$ cat config.mk
export PLATFORM = sky130hd
export DESIGN_NAME = gcd_sched
export DESIGN_NICKNAME = d
export VERILOG_FILES = /design/src/rtl/gcd_pkg.sv /design/src/rtl/gcd_sched_rr_arbiter.sv /design/src/rtl/gcd_sched.sv
export SDC_FILE = /design/constraint.sdc
export NUM_CORES = 1
export LEC_CHECK = 0
export CORE_MARGIN = 1
export CORE_UTILIZATION = 42
export DETAILED_ROUTE_END_ITERATION = 8
export GPL_TIMING_DRIVEN = 1
export PLACE_DENSITY = 0.79
export SYNTH_ARGS = -nofsm -noshare
export SYNTH_HDL_FRONTEND = slang
export SYNTH_SLANG_ARGS = --single-unit
$ cat constraint.sdc
create_clock -name clk -period 4.7 [get_ports clk]
set_clock_uncertainty 0.15 [all_clocks]
set_input_delay 0.47 -clock clk [delete_from_list [all_inputs] [get_ports clk]]
set_output_delay 0.47 -clock clk [all_outputs]
set_load 0.05 [all_outputs]
$ cat src/rtl/gcd_pkg.sv
// Shared definitions for the GCD request scheduler: FSM encoding, default
// width and the operand packing helper.
package gcd_pkg;

  typedef logic [1:0] state_t;

  localparam state_t IDLE   = 2'd0;
  localparam state_t LAUNCH = 2'd1;
  localparam state_t WAIT   = 2'd2;
  localparam state_t RESP   = 2'd3;

  localparam int GCD_WIDTH = 16;

  // Bit offset of requester idx inside a packed NREQ*width operand bus.
  function automatic int op_offset(input int idx, input int width);
    return idx * width;
  endfunction

endpackage

$ cat src/rtl/gcd_sched_rr_arbiter.sv
// Round-robin picker: first set request scanning upward from ptr, wrapping.
// Purely combinational; the pointer lives in the caller.
module rr_arbiter #(
  parameter int NREQ = 4,
  localparam int IW = $clog2(NREQ)
) (
  input  logic [NREQ-1:0] req,
  input  logic [IW-1:0]   ptr,
  output logic [NREQ-1:0] grant,
  output logic [IW-1:0]   idx,
  output logic            found
);

  function automatic logic [IW-1:0] wrap_idx(input logic [IW-1:0] p, input int k);
    int s;
    s = int'(p) + k;
    s = (s >= NREQ) ? (s - NREQ) : s;
    return IW'(s);
  endfunction

  // Scan candidates in priority order; the first hit wins.
  always_comb begin
    logic [IW-1:0] cand_s;
    logic          hit_s;
    grant = {NREQ{1'b0}};
    idx   = {IW{1'b0}};
    found = 1'b0;
    for (int k = 0; k < NREQ; k++) begin
      cand_s        = wrap_idx(ptr, k);
      hit_s         = !found && req[cand_s];
      grant[cand_s] = grant[cand_s] | hit_s;
      idx           = hit_s ? cand_s : idx;
      found         = found | hit_s;
    end
  end

endmodule

$ cat src/rtl/gcd_sched.sv
// Shares one subtract-based GCD core among NREQ requesters with round-robin
// arbitration, a zero-operand bypass and a valid/ready result return.
module gcd_sched
  import gcd_pkg::*;
#(
  parameter int NREQ  = 4,
  parameter int WIDTH = GCD_WIDTH
) (
  input  logic                    clk,
  input  logic                    rst,
  input  logic [NREQ-1:0]         req,
  input  logic [NREQ*WIDTH-1:0]   a_in,
  input  logic [NREQ*WIDTH-1:0]   b_in,
  output logic [NREQ-1:0]         gnt,
  output logic [NREQ-1:0]         rsp_valid,
  output logic [WIDTH-1:0]        rsp_data,
  input  logic [NREQ-1:0]         rsp_ready,
  output logic                    gcd_start,
  output logic [WIDTH-1:0]        gcd_a,
  output logic [WIDTH-1:0]        gcd_b,
  input  logic                    gcd_done,
  input  logic [WIDTH-1:0]        gcd_result
);

  localparam int IW = $clog2(NREQ);

  state_t           state_r, state_nxt_s;
  logic [IW-1:0]    ptr_r, ptr_nxt_s, idx_r, idx_nxt_s, arb_idx_s;
  logic [NREQ-1:0]  arb_grant_s, gnt_nxt_s, rsp_valid_nxt_s;
  logic             arb_found_s, take_s, start_nxt_s;
  logic [WIDTH-1:0] a_hold_r, b_hold_r, a_nxt_s, b_nxt_s;
  logic [WIDTH-1:0] sel_a_s, sel_b_s, data_nxt_s;

  rr_arbiter #(.NREQ(NREQ)) u_arb (
    .req   (req),
    .ptr   (ptr_r),
    .grant (arb_grant_s),
    .idx   (arb_idx_s),
    .found (arb_found_s)
  );

  assign sel_a_s = a_in[op_offset(int'(arb_idx_s), WIDTH) +: WIDTH];
  assign sel_b_s = b_in[op_offset(int'(arb_idx_s), WIDTH) +: WIDTH];
  assign gcd_a   = a_hold_r;
  assign gcd_b   = b_hold_r;

  // FSM state register.
  always_ff @(posedge clk or negedge rst) begin
    if (!rst) begin
      state_r <= IDLE;
    end else begin
      state_r <= state_nxt_s;
    end
  end

  // Next-state logic; a zero operand skips the core since subtraction never ends.
  always_comb begin
    state_nxt_s = state_r;
    case (state_r)
      IDLE: begin
        if (arb_found_s) begin
          state_nxt_s = ((sel_a_s != {WIDTH{1'b0}}) && (sel_b_s != {WIDTH{1'b0}})) ? LAUNCH : RESP;
        end else begin
          state_nxt_s = IDLE;
        end
      end
      LAUNCH: state_nxt_s = WAIT;
      WAIT: begin
        if (gcd_done) begin
          state_nxt_s = RESP;
        end else begin
          state_nxt_s = WAIT;
        end
      end
      RESP: begin
        if (rsp_ready[idx_r]) begin
          state_nxt_s = IDLE;
        end else begin
          state_nxt_s = RESP;
        end
      end
      default: state_nxt_s = IDLE;
    endcase
  end

  // Next values for the registered outputs and the hold/pointer registers.
  always_comb begin
    take_s          = (state_r == IDLE) && arb_found_s;
    idx_nxt_s       = take_s ? arb_idx_s : idx_r;
    gnt_nxt_s       = take_s ? arb_grant_s : {NREQ{1'b0}};
    start_nxt_s     = (state_nxt_s == LAUNCH);
    rsp_valid_nxt_s = (state_nxt_s == RESP) ? ({{(NREQ-1){1'b0}}, 1'b1} << idx_nxt_s)
                                            : {NREQ{1'b0}};
    a_nxt_s         = take_s ? sel_a_s : a_hold_r;
    b_nxt_s         = take_s ? sel_b_s : b_hold_r;
    if (take_s) begin
      ptr_nxt_s  = (arb_idx_s == IW'(NREQ-1)) ? {IW{1'b0}} : (arb_idx_s + 1'b1);
      data_nxt_s = sel_a_s | sel_b_s;
    end else if ((state_r == WAIT) && gcd_done) begin
      ptr_nxt_s  = ptr_r;
      data_nxt_s = gcd_result;
    end else begin
      ptr_nxt_s  = ptr_r;
      data_nxt_s = rsp_data;
    end
  end

  // Output and datapath registers.
  always_ff @(posedge clk or negedge rst) begin
    if (!rst) begin
      ptr_r     <= {IW{1'b0}};
      idx_r     <= {IW{1'b0}};
      a_hold_r  <= {WIDTH{1'b0}};
      b_hold_r  <= {WIDTH{1'b0}};
      rsp_data  <= {WIDTH{1'b0}};
      gnt       <= {NREQ{1'b0}};
      rsp_valid <= {NREQ{1'b0}};
      gcd_start <= 1'b0;
    end else begin
      ptr_r     <= ptr_nxt_s;
      idx_r     <= idx_nxt_s;
      a_hold_r  <= a_nxt_s;
      b_hold_r  <= b_nxt_s;
      rsp_data  <= data_nxt_s;
      gnt       <= gnt_nxt_s;
      rsp_valid <= rsp_valid_nxt_s;
      gcd_start <= start_nxt_s;
    end
  end

endmodule

==> out/results.ini, run 1 <==
[synth]
ys_seq_area_share_pct=27.3
synth_ff_type=dfrtp_1
synth_area_per_cell_um2=7.64
yosys_warnings=0
synth_area_um2=5770
synth.top_cell.area_share_pct=27.3
ys_top_cells_by_count=123 x nand2_1, 72 x o21ai_0, 63 x dfrtp_1
synth_seq_cells=63
synth-edff-count=0
yosysTopAreaCell=dfrtp_1
async_reset_ff_share_pct=100
ys_types=70
yosysMostFrequentCell=nand2_1
syn-num-nets=915
synth_area_leaders=dfrtp_1 27%, nand2_1 8.0%, o21ai_0 6.2%
synthCells=756

[sta]
grt_setup_unrepaired=false
whs_ns=0.148
hold_viol=0
fin_tns_setup_ns=0
worst_pin_slew_ns=0.892
max-slew-margin-rel_pct=40.5
maxSlewViolCount=0
period_share_pct=90.2
setup_violations=0
fmax_ghz=0.236
final.min_clock_period_ns=4.24

[clock_tree]
cts_setup_buffers=0
clockBufferDepth=2
ctsHoldBuffers=0
htree_levels=3
insertion_delay_ns=0.34
cts_tree=yes
cts_buffers=9
cts_resized=0
clock_sinks=63
root_buffer=clkbuf_16
clk_pin_slew_ns=0.05

[route]
vias_per_cell=6.32
num_vias=7075
drt_iter0_drc=851
dr.pass1.iters=8
route.detailed.drc=0
post_drt_wl_per_cell_um=20.3
wl_um=22700
ant_nets=0

[floorplan]
dieWidth_um=119
std_cell_rows=42
core_area_um2=13300
start_util_pct=43.3
die_y_um=119
die_area_um2=14200
ios=212

[cells_and_area]
regArea_um2=1580
fill_cells=1201
diodes=0
final_net_count=1097
drive_gt1_share_pct=8.48
syn_to_final_growth_pct=44.2
multi_input_area_um2=3840

[worst_setup_path]
slowest_delay_ns=0.65
path_cells=inv_1 -> ha_1 -> mux4_2 -> buf_4 -> nand2b_1 -> o22ai_1 -> nand2_1 -> a211o_1 -> a21oi_1 -> nor3_1 -> a22oi_2 -> o21ai_1
cp-end-kind=register
rr_worst_depth=12
worstPathArrival_ns=4.30
cp_num_cells=12
cp_slowest_cell=o22ai_1
critPathRequiredTime_ns=4.76
path_class=reg -> reg
cp.buffers_inverters=2
critPathMaxFanout=14
crit_family=compound AO/OA/AOI/OAI gates
cp-start-kind=register

[grt]
grtUsageTotal_pct=31.7
grt_pass1_vias=6466
grt_pass1_wl_um=35000
grt-ovfl-total=0
grt_max_degree=77
antenna_found_initial=0

[placement]
port_buffers=211
dp_hpwl_um=17100
place.gp.congestion=0.980

[flow_run]
drv_cap=0

[status]
status=finished, final reports clean

[power_and_ir_drop]
cellPowerDensity_nw_per_um2=836
p_leak_nw=3.41
ir_drop_mv=0.395

[hold_path]
hold_class=in -> async

-- layout make-up --
type / instances / share of cell area [%]
clock inverters: 3 / 0.180
repair buffers: 243 / 28.2
multi-input cells: 610 / 46.2
clock buffers: 13 / 3.37
flip-flops and latches: 63 / 18.9
inverters: 11 / 0.496
well taps: 176 / 2.64
-- through the flow --
step | util (%) | worst slack, ns | total power, mW | cells | instance area (µm²)
floorplan | - | 0.0804 | 4.57 | 756 | 5770
finish | 62.4 | 0.459 | 6.96 | 1119 | 8330
detailed placement | 60.2 | 0.440 | 6.16 | 1103 | 8030
CTS | 62.4 | 0.548 | 6.84 | 1119 | 8330
global route | 62.4 | 0.160 | 7.34 | 1119 | 8330
global placement | 60.2 | 0.538 | 6.12 | 1103 | 8030
-- flip-flops by register name (all words and copies together) (netlist names) --
register / count
idx_r: 2
rsp_data: 16
gnt: 4
gcd_start: 1
ptr_r: 2
rsp_valid: 4
state_r: 2
gcd_a: 16
gcd_b: 16
-- layout by cell type (no fill, tap or decap), types with 7 or more instances in the layout --
cell type	instances
a211o_1	10
a211oi_1	14
a21o_1	9
a21oi_1	39
a221oi_1	10
a22o_1	12
a31oi_1	7
and2_1	7
and3_1	20
buf_4	32
clkbuf_16	9
clkdlybuf4s50_1	210
dfrtp_1	62
inv_1	11
mux2_2	9
mux2i_1	24
mux4_2	7
nand2_1	123
nand3_1	36
nand3b_1	9
nand4_1	25
nor2_1	35
nor2b_1	7
nor3_1	14
o21ai_0	72
o221ai_1	8
o31ai_1	11
-- power breakdown --
part	internal [mW]	total [mW]	switching, mW	leakage, nW
Sequential	0.806	0.979	0.173	0.785
Combinational	1.88	5.33	3.45	2.47
Clock	0.411	0.648	0.237	0.151
-- path summary, 6_finish.rpt --
kind	slack, ns	to	start
worst max-delay path	0.46	rsp_valid[0]$_DFF_PN0_	ptr_r[0]$_DFFE_PN0P_
worst min-delay path	0.15	gcd_a[6]$_DFFE_PN0P_	rst
worst max register to register	0.46	rsp_valid[0]$_DFF_PN0_	ptr_r[0]$_DFFE_PN0P_
worst min register to register	0.32	gcd_a[5]$_DFFE_PN0P_	gcd_a[5]$_DFFE_PN0P_
max in group asynchronous	3.68	ptr_r[0]$_DFFE_PN0P_	rst
min in group clk	0.32	gcd_a[5]$_DFFE_PN0P_	gcd_a[5]$_DFFE_PN0P_
-- kinds of logic (layout without fill, tap and decap cells) --
kind of cell | count (synthesis) | count (layout) | synth area share [%]
buffers and inverters | 83 | 270 | 6.24
muxes | 40 | 40 | 8.65
and+or+nand+nor | 302 | 302 | 25.4
AOI/OAI and AO/OA | 261 | 261 | 31.0
xor gates and xnor gates | 3 | 3 | 0.455
DFF | 63 | 63 | 27.3
adders and majority gates | 4 | 4 | 0.867
-- per-layer routing --
| layer | vias up | GRT usage (%) | share of wire [%] |
|---|---|---|---|
| met5 | - | 0 | 0 |
| met4 | 0 | 14.8 | 4.4 |
| met3 | 87 | 5.22 | 9.7 |
| met2 | 487 | 50.8 | 46 |
| met1 | 3277 | 41.5 | 40 |
| li1 | 3224 | - | - |
(Power assumes the default switching activity.)
==> inputs of run 2 (changes only) <==
Settings changed: ABC_CLOCK_PERIOD_IN_PS from default to 4700.
==> results of run 2 <==
No change in the layout: final DEF, timing and power equal those of run 1.
==> inputs of run 3 (changes only) <==
Settings changed: CAP_MARGIN from default to 20.
==> results of run 3 <==
No change in the layout: final DEF, timing and power equal those of run 1.
